--- src/rtl/mem_access_pkg.sv ---
// Shared definitions for the memory-access stage: default widths (shared
// with WriteBack), state encodings and a small decode helper.
package mem_access_pkg;

   localparam int MA_DATA_W         = 8;
   localparam int MA_ADDR_W         = 8;
   localparam int MA_REG_AW         = 4;
   localparam int MA_TIMEOUT_CYCLES = 16;

   typedef enum logic {
      MA_IDLE = 1'b0,
      MA_WAIT = 1'b1
   } ma_state_e;

   // A load and a store both need the memory port.
   function automatic logic is_mem_op(input logic rd, input logic wr);
      return rd | wr;
   endfunction

endpackage

--- src/rtl/mem_timeout_ctr.sv ---
// Watchdog counter for outstanding memory transactions.
// Only present when MEM_TIMEOUT_EN is defined.
`ifdef MEM_TIMEOUT_EN
module mem_timeout_ctr #(
   parameter int LIMIT = 16
)(
   input  logic clk,
   input  logic rst,
   input  logic clear,
   input  logic inc,
   output logic expired
);

   localparam int CW = $clog2(LIMIT + 1);
   localparam logic [CW-1:0] LAST = CW'(LIMIT - 1);

   logic [CW-1:0] count_q;
   logic [CW-1:0] count_d;

   // Clear on entry to WAIT, otherwise count WAIT cycles without ack.
   always_comb begin
      count_d = count_q;
      if (clear) begin
         count_d = '0;
      end else if (inc) begin
         count_d = count_q + 1'b1;
      end
   end

   // Counter register.
   always_ff @(posedge clk) begin
      if (rst) begin
         count_q <= '0;
      end else begin
         count_q <= count_d;
      end
   end

   // The current WAIT cycle is the LIMIT-th one.
   assign expired = (count_q == LAST);

endmodule
`endif

--- src/rtl/mem_access.sv ---
// Memory-access pipeline stage. ALU results pass through in one cycle;
// loads/stores run a req/ack handshake and stall upstream until ack.
// Optional feature: MEM_TIMEOUT_EN aborts a transaction after
// TIMEOUT_CYCLES WAIT cycles without ack and pulses mem_fault.
module mem_access
   import mem_access_pkg::*;
#(
   parameter int DATA_W = MA_DATA_W,
   parameter int ADDR_W = MA_ADDR_W,
   parameter int REG_AW = MA_REG_AW,
   parameter int TIMEOUT_CYCLES = MA_TIMEOUT_CYCLES
)(
   input  logic              clk,
   input  logic              rst,
   input  logic              writeReg_e,
   input  logic [REG_AW-1:0] dst_e,
   input  logic [DATA_W-1:0] aluOut_e,
   input  logic [DATA_W-1:0] storeData_e,
   input  logic              memRead_e,
   input  logic              memWrite_e,
   output logic              stall_m,
   output logic              mem_req,
   output logic              mem_we,
   output logic [ADDR_W-1:0] mem_addr,
   output logic [DATA_W-1:0] mem_wdata,
   input  logic [DATA_W-1:0] mem_rdata,
   input  logic              mem_ack,
   output logic              mem_fault,
   output logic              writeReg_m,
   output logic [REG_AW-1:0] dst_m,
   output logic [DATA_W-1:0] regData_m
);

   ma_state_e         state_q, state_d;
   logic              hold_wr_q, hold_wr_d;
   logic [REG_AW-1:0] hold_dst_q, hold_dst_d;
   logic              mem_req_q, mem_req_d;
   logic              mem_we_q, mem_we_d;
   logic [ADDR_W-1:0] mem_addr_q, mem_addr_d;
   logic [DATA_W-1:0] mem_wdata_q, mem_wdata_d;
   logic              write_reg_m_q, write_reg_m_d;
   logic [REG_AW-1:0] dst_m_q, dst_m_d;
   logic [DATA_W-1:0] reg_data_m_q, reg_data_m_d;
   logic              mem_op;

   assign mem_op = is_mem_op(memRead_e, memWrite_e);

`ifdef MEM_TIMEOUT_EN
   logic mem_fault_q, mem_fault_d;
   logic tmo_expired;

   mem_timeout_ctr #(
      .LIMIT   (TIMEOUT_CYCLES)
   ) u_timeout (
      .clk     (clk),
      .rst     (rst),
      .clear   ((state_q == MA_IDLE) && mem_op),
      .inc     ((state_q == MA_WAIT) && !mem_ack),
      .expired (tmo_expired)
   );

   assign mem_fault = mem_fault_q;
`else
   assign mem_fault = 1'b0;
`endif

   // Next-state, handshake and WriteBack decode; stall_m is combinational.
   always_comb begin
      state_d       = state_q;
      hold_wr_d     = hold_wr_q;
      hold_dst_d    = hold_dst_q;
      mem_req_d     = mem_req_q;
      mem_we_d      = mem_we_q;
      mem_addr_d    = mem_addr_q;
      mem_wdata_d   = mem_wdata_q;
      write_reg_m_d = 1'b0;
      dst_m_d       = dst_m_q;
      reg_data_m_d  = reg_data_m_q;
      stall_m       = 1'b0;
`ifdef MEM_TIMEOUT_EN
      mem_fault_d   = 1'b0;
`endif
      unique case (state_q)
         MA_IDLE: begin
            if (mem_op) begin
               // Launch the transaction; a simultaneous read+write is a store.
               stall_m     = 1'b1;
               hold_wr_d   = writeReg_e;
               hold_dst_d  = dst_e;
               mem_req_d   = 1'b1;
               mem_we_d    = memWrite_e;
               mem_addr_d  = aluOut_e[ADDR_W-1:0];
               mem_wdata_d = storeData_e;
               state_d     = MA_WAIT;
            end else begin
               write_reg_m_d = writeReg_e;
               dst_m_d       = dst_e;
               reg_data_m_d  = aluOut_e;
            end
         end
         MA_WAIT: begin
            if (mem_ack) begin
               mem_req_d = 1'b0;
               state_d   = MA_IDLE;
               if (!mem_we_q) begin
                  write_reg_m_d = hold_wr_q;
                  dst_m_d       = hold_dst_q;
                  reg_data_m_d  = mem_rdata;
               end
            end
`ifdef MEM_TIMEOUT_EN
            else if (tmo_expired) begin
               // Abort: release the pipeline and flag the fault.
               mem_req_d   = 1'b0;
               state_d     = MA_IDLE;
               mem_fault_d = 1'b1;
            end
`endif
            else begin
               stall_m = 1'b1;
            end
         end
         default: state_d = MA_IDLE;
      endcase
   end

   // State and output registers with synchronous reset.
   always_ff @(posedge clk) begin
      if (rst) begin
         state_q       <= MA_IDLE;
         hold_wr_q     <= 1'b0;
         hold_dst_q    <= '0;
         mem_req_q     <= 1'b0;
         mem_we_q      <= 1'b0;
         mem_addr_q    <= '0;
         mem_wdata_q   <= '0;
         write_reg_m_q <= 1'b0;
         dst_m_q       <= '0;
         reg_data_m_q  <= '0;
`ifdef MEM_TIMEOUT_EN
         mem_fault_q   <= 1'b0;
`endif
      end else begin
         state_q       <= state_d;
         hold_wr_q     <= hold_wr_d;
         hold_dst_q    <= hold_dst_d;
         mem_req_q     <= mem_req_d;
         mem_we_q      <= mem_we_d;
         mem_addr_q    <= mem_addr_d;
         mem_wdata_q   <= mem_wdata_d;
         write_reg_m_q <= write_reg_m_d;
         dst_m_q       <= dst_m_d;
         reg_data_m_q  <= reg_data_m_d;
`ifdef MEM_TIMEOUT_EN
         mem_fault_q   <= mem_fault_d;
`endif
      end
   end

   assign mem_req    = mem_req_q;
   assign mem_we     = mem_we_q;
   assign mem_addr   = mem_addr_q;
   assign mem_wdata  = mem_wdata_q;
   assign writeReg_m = write_reg_m_q;
   assign dst_m      = dst_m_q;
   assign regData_m  = reg_data_m_q;

endmodule

--- config.mk ---
export PLATFORM = sky130hd
export DESIGN_NAME = mem_access
export DESIGN_NICKNAME = d
export VERILOG_FILES = /design/src/rtl/mem_access_pkg.sv /design/src/rtl/mem_timeout_ctr.sv /design/src/rtl/mem_access.sv
export SDC_FILE = /design/constraint.sdc
export NUM_CORES = 1
export LEC_CHECK = 0
export CAP_MARGIN = 20
export CORE_ASPECT_RATIO = 0.75
export CORE_UTILIZATION = 40
export DETAILED_ROUTE_END_ITERATION = 8
export GPL_TIMING_DRIVEN = 0
export HOLD_SLACK_MARGIN = 0.15
export MAX_ROUTING_LAYER = met4
export PLACE_DENSITY = 0.8
export SLEW_MARGIN = 0
export SYNTH_ARGS = -nofsm -noshare
export SYNTH_HDL_FRONTEND = slang
export SYNTH_HIERARCHICAL = 1
export SYNTH_SLANG_ARGS = --single-unit
--- constraint.sdc ---
create_clock -name clk -period 1.4 [get_ports clk]
set_clock_uncertainty 0.05 [all_clocks]
set_input_delay 0.14 -clock clk [delete_from_list [all_inputs] [get_ports clk]]
set_output_delay 0.14 -clock clk [all_outputs]
set_load 0.02 [all_outputs]
==> results of run 1 <==
[tightest hold or removal path: stages]
cell             delay (ns)
clkdlybuf4s50_1        0.39
nand2_1                0.05
a21oi_1                0.05
[worst min path at each step]
stage               endpoint  slack, ns  depth (start not counted)
5_1_grt               mem_we       0.36                          3
4_1_cts         mem_wdata[0]       0.35                          3
3_3_place_gp   hold_dst_q[3]       0.39                          2
2_1_floorplan        mem_req       0.19                          1
6_report        mem_wdata[0]       0.34                          3
3_5_place_dp    mem_wdata[6]       0.40                          2
[registers in the layout, indices dropped and copies added (netlist names)]
register    cells
mem_addr        8
mem_wdata       8
regData_m       8
dst_m           4
hold_dst_q      4
hold_wr_q       1
mem_req         1
mem_we          1
state_q         1
writeReg_m      1
[metal layers]
layer	GRT usage (%)	part of all wire (%)
met5	-	0
met2	28.2	42
met4	5.04	0.96
met3	8.76	8.3
met1	29.3	49
[what timing repair did]
| item | 4_1_cts | 5_1_grt |
|---|---|---|
| hold buffers | 2 | 0 |
| cloned | 0 | 0 |
| endpoints found under the hold margin | 3 | 0 |
| pin swaps | 1 | 1 |
| setup buffers | 1 | 7 |
| endpoints found under the setup margin | 41 | 22 |
| resized for setup | 46 | 11 |
[placed cells by master (no fill, tap or decap), types with 10 or more instances in the layout]
cell type / synthesis / routed
nand2_1: 43 / 43
a211oi_2: 10 / 10
a21oi_1: 23 / 22
clkdlybuf4s50_1: 0 / 30
buf_4: 1 / 11
nor3_1: 12 / 12
dfxtp_1: 37 / 36
mux2i_1: 13 / 13
dlygate4sd2_1: 0 / 31
[power groups by stage]
stage                     clock network [W]  logic, W  registers, W
after floorplan                           0  0.000271       0.00129
after global placement                    0  0.000654       0.00121
after detailed placement                  0  0.000663       0.00121
after CTS                          0.000714  0.000630       0.00118
after global routing               0.000772  0.000716       0.00119
final                              0.000718  0.000665       0.00118
[cell families after synthesis]
group                  Yosys count  share of synthesized area (%)
other                            1                          0.248
AND/OR/NAND/NOR                 61                           17.8
buffers and inverters           14                           5.38
multiplexers                    13                           8.60
flip-flops                      37                           49.0
AO/OA/AOI/OAI                   39                           19.0
[per-stage QoR]
step | utilization [%] | TNS [ns] | worst slack, ns | hold WS, ns | instances
after floorplan | - | 0 | 0.0583 | 0.189 | 165
after CTS | 66.9 | -0.000448 | -0.000448 | 0.348 | 289
final | 69.5 | 0 | 0.0132 | 0.344 | 296
after global placement | 64.3 | -7.04 | -0.790 | 0.392 | 279
after detailed placement | 64.3 | -8.18 | -0.820 | 0.398 | 279
after global routing | 69.5 | -0.0330 | -0.0195 | 0.360 | 296
[area by class of cell]
| type | count | area (um2) |
|---|---|---|
| fillers | 297 | 1050 |
| flip-flops and latches | 37 | 744 |
| multi-input cells | 114 | 708 |
| repair buffers | 74 | 688 |
| plain buffers | 13 | 110 |
| clock buffers | 8 | 80.1 |
| well taps | 50 | 62.6 |
==> run metrics, run 1 <==
Highest Clock Rate 721 MHz; Syn Area/Cell 9.17 um2; data required time of the worst path 1.50 ns; number of ports placed on the die boundary 67; wire length of the first global-routing pass 6270 um; setup slack, reg-to-reg 0.01 ns; total inserted antenna cells 0; critical path class flip-flop to flip-flop; FF+latch count, synth 37; number of buffers inserted by port buffering 64; Die Width 73.0 um; largest area contributor in the synthesized netlist dfxtp_1; Via-to-Cell Ratio 5.01; crit path launch type flip-flop; core area 3450 um2; total number of cells along the worst setup path 5; routed len/inst 13.7 um; hold path startpoint storeData_e[0]; area of the mapped netlist 1510 um2; total wirelength of the detailed-routed design 4040 um; Root Driver clkbuf_8; total via count after detailed routing 1483; total routing resource utilization after global routing 21.1%; arrival time of the worst setup path 1.48 ns; fraction of layout instances using a drive strength above 1 16.3%; commonest cells in the synthesized netlist nand2_1, dfxtp_1, a21oi_1; Worst Tran Pin Value 0.641 ns; power share of the combinational group 25.9%; clock insertion delay at the later pin of the skew report 0.29 ns; delay of the slowest cell on the worst path 0.36 ns; FF-to-FF path depth 5; pin count of the biggest net entering global routing 13; Static Leak 1.06 nW; total count of max-transition violations in the final report 0; initial standard-cell utilization of the core 43.9%; share of power burned in the clock network 28.0%; critical path buffer and inverter count 2; drt pass-1 iters 4; sw frac 29.4%; power spent charging and discharging nets 0.000754 W; number of antenna violations at the first check in global routing 0; most frequent cell after synthesis nand2_1; status complete, no violations; post-layout min period 1.39 ns; count of yosys warnings during synthesis 6; headroom to the max-slew limit 57.3%; share of synthesized area occupied by flip-flops and latches 49.0%; Clock Path Buffers 2; dominant register cell in the synthesized netlist dfxtp_1; vertical die dimension 55.3 um; Period Utilization, post-route 99.1%; EDFF count, synth 0; Min-Delay Path Class primary input to flip-flop; overall power after layout 0.00257 W; final hold violation count 0; total congestion overflow after global routing 0; synthesis-to-layout area growth 58.2%; remaining design rule violation count 0; sequential share of power 46.1%; clock transition at the register clock pins on the worst setup and hold paths after CTS 0.07 ns; crit path launch state_q; Worst R2R End dst_m[1]; CP max stage cell dfxtp_4; Final Cell Area 2390 um2; distinct cell type count of the synthesized netlist 21; Max FO, Critical Path 10; Detail Route Antenna Nets 0; TritonCTS clock tree done; Post-Synthesis Net Count 199; number of violations of the max-capacitance limit 0; launch point of the worst reg-to-reg path state_q; dpl cell area 2220 um2; vias in the first global route 1338; total power per unit cell area 1070 nW/um2; sort of element at the end of the critical path flip-flop; final RePlAce weighted congestion 0.707; Total Die Area 4030 um2; capture point of the critical path dst_m[1]; top post-synthesis cells by area dfxtp_1, nand2_1, mux2i_1, a211oi_2, a21oi_1; Inserted Clock Buffers 5; worst vdd ir 0.685 mV; Core Rows 18; proportion of netlist area held by the largest area contributor 49.0%; htree depth 2; number of sinks handled by clock tree synthesis 37; critical path, cell by cell buf_12 -> and3b_4 -> buf_4 -> nor3_1 -> a211oi_2; Synth Instances 165; cell type group with the largest total delay on the critical path simple AND/OR/NAND/NOR gates; internal power component 0.00181 W; number of nets in the finished design 279; HPWL after detailed placement 2740 um; share of async-settable or async-resettable flops after synthesis 0%; total of endpoints with negative setup slack in the final report 0; count of routing violations after the opening detailed-route iteration 51
No activity file was read; power rests on OpenSTA's default activity.
==> run 2, diff against run 1 <==
Settings changed: CORE_UTILIZATION 40 to 35, PLACE_DENSITY 0.8 to 0.72, SLEW_MARGIN 0 to default.
==> run 2 against run 1 <==
Compared with the run above:
- critical path depth shrank 1
- sequential power is essentially flat
- setup slack better by 0.032 ns
- count of clock-buffer cells in the layout decreased by 1
- die area rose by 14%
- wire length up 2.3%
- final cell count grew 0.68%
- sequential share of layout area hardly changed
- global-route usage down 2.0 points
==> run metrics, run 2 (synthesis results as in run 1) <==
status complete, no violations; Met3 Wirelength 349 um (+3.9%); core area 4100 um2 (+19%); clock transition at the register clock pins on the worst setup and hold paths after CTS 0.07 ns (about the same); delay of the slowest cell on the worst path 0.36 ns (about the same); critical path class flip-flop to primary output; Die Width 77.9 um (+6.7%); Root Driver clkbuf_8; Detail Route Antenna Nets 0 (unchanged); initial standard-cell utilization of the core 36.9% (-7.0 points); remaining design rule violation count 0 (unchanged); number of buffers inserted by port buffering 64 (unchanged); HPWL after detailed placement 2830 um (+3.2%); headroom to the max-slew limit 54.3% (-3.0 points); Worst Tran Pin Value 0.686 ns (+0.0451 ns); fraction of layout instances using a drive strength above 1 16.5% (+0.20 points); Highest Clock Rate 738 MHz (+2.4%); TritonCTS clock tree done; synthesis-to-layout area growth 58.0%; most used cells in the layout excluding fill and tap cells nand2_1, dfxtp_1, clkdlybuf4s50_1; number of antenna violations at the first check in global routing 0 (unchanged); uppermost signal routing layer after detailed routing met4; Max FO, Critical Path 10 (unchanged); DR WL met2 1810 um (+6.3%); htree depth 2 (unchanged); Static Leak 1.08 nW (+1.4%); most common cell after layout, fill and taps aside nand2_1; sort of element at the end of the critical path primary output; wire length of the first global-routing pass 6440 um (+2.6%); routed len/inst 13.9 um (+1.6%); number of ports placed on the die boundary 67 (unchanged); drt pass-1 iters 4 (unchanged); final RePlAce weighted congestion 0.733 (+3.8%); RSZ-0062 raised after global routing no; final hold slack 0.354 ns (+0.00976 ns); critical path, cell by cell buf_12 -> buf_12 -> a21oi_2 -> buf_4; routed metal-1 wirelength 1950 um (-0.81%); total congestion overflow after global routing 0 (unchanged); Clock Path Buffers 2 (unchanged); crit path launch type flip-flop; CP max stage cell dfxtp_4; total count of max-transition violations in the final report 0 (unchanged); sw frac 28.6% (-0.80 points); Period Utilization, post-route 96.8% (-2.3 points); clock insertion delay at the later pin of the skew report 0.28 ns (about the same); count of routing violations after the opening detailed-route iteration 52 (+2.0%); data required time of the worst path 1.21 ns (-0.29 ns); Min-Delay Path Class primary input to flip-flop; post-layout min period 1.35 ns (-0.0320 ns); Total Die Area 4590 um2 (+14%); sequential share of power 45.7% (-0.4 points); total routing resource utilization after global routing 19.1% (-2.0 points); internal power component 0.00184 W (+1.8%); total wirelength of the detailed-routed design 4140 um (+2.3%); share of power burned in the clock network 28.7% (+0.7 points); total of endpoints with negative setup slack in the final report 0 (unchanged); number of sinks handled by clock tree synthesis 37 (unchanged); total power per unit cell area 1080 nW/um2 (+0.84%); setup TNS 0 ns (unchanged); Inserted Clock Buffers 5 (unchanged); final hold violation count 0 (unchanged); pin count of the biggest net entering global routing 13 (unchanged); number of nets in the finished design 277 (-0.72%); critical path's most frequent cell buf_12; utilization of the core after routing 58.2% (-11 points); Via-to-Cell Ratio 4.84 (-3.4%); power spent charging and discharging nets 0.000739 W (-2.0%); number of violations of the max-capacitance limit 0 (unchanged); vias in the first global route 1315 (-1.7%); total via count after detailed routing 1443 (-2.7%); total inserted antenna cells 0 (unchanged); Core Rows 20 (+2); vertical die dimension 58.9 um (+6.7%); arrival time of the worst setup path 1.16 ns (-0.32 ns); setup slack, reg-to-reg 0.06 ns (+0.05 ns); power share of the combinational group 25.6% (-0.3 points); worst vdd ir 0.517 mV (-24%)
## run 2: cell type report
type | count | area (um2)
Buffer | 13 | 108
Timing Repair Buffer | 72 | 677
Clock buffer | 7 | 86.3
Sequential cell | 37 | 744
Fill cell | 407 | 1710
Multi-Input combinational cell | 114 | 706
Tap cell | 55 | 68.8
## run 2: what timing repair did
| item | in CTS | in global routing |
|---|---|---|
| endpoints found under the hold margin | 3 | 0 |
| buffers inserted | 1 | 5 |
| pin swaps | 1 | 1 |
| setup endpoints to repair | 39 | 25 |
| hold buffers | 2 | 0 |
| gates resized for setup | 43 | 13 |
## run 2: critical path: cells and delay by family, from the launching register on
kind,cells,cell delay [ns]
buffers and inverters,3,0.42
AOI/OAI and AO/OA,1,0.11
DFF,1,0.36
## run 2: power groups by stage
stage	clock network (W)	logic [W]	registers [W]
after floorplan	0	0.000271	0.00129
after global placement	0	0.000661	0.00120
after detailed placement	0	0.000667	0.00121
after CTS	0.000760	0.000636	0.00118
after global routing	0.000817	0.000710	0.00119
final	0.000740	0.000662	0.00118
## run 2: worst paths after layout
| path | from | end | depth (start not counted) |
|---|---|---|---|
| setup / recovery | state_q | stall_m | 4 |
| hold / removal | storeData_e[5] | mem_wdata[5] | 3 |
| setup reg to reg | state_q | regData_m[4] | 4 |
| hold reg to reg | mem_wdata[5] | mem_wdata[5] | 2 |
## run 2: per-layer routing
| metal | vias up | global-route usage, % |
|---|---|---|
| li1 | 722 | - |
| met1 | 662 | 24.7 |
| met2 | 55 | 29.1 |
| met3 | 4 | 6.20 |
| met4 | 0 | 4.76 |
| met5 | - | - |
## run 2: metrics by stage
stage                     instances  power, W  area (um2)  setup WS [ns]
after floorplan                 165   0.00156        1510         0.0583
after global placement          284   0.00186        2220         -0.789
after detailed placement        284   0.00187        2220         -0.802
after CTS                       293   0.00258        2320       -0.00501
after global routing            298   0.00272        2390        0.00739
final                           298   0.00258        2390         0.0452
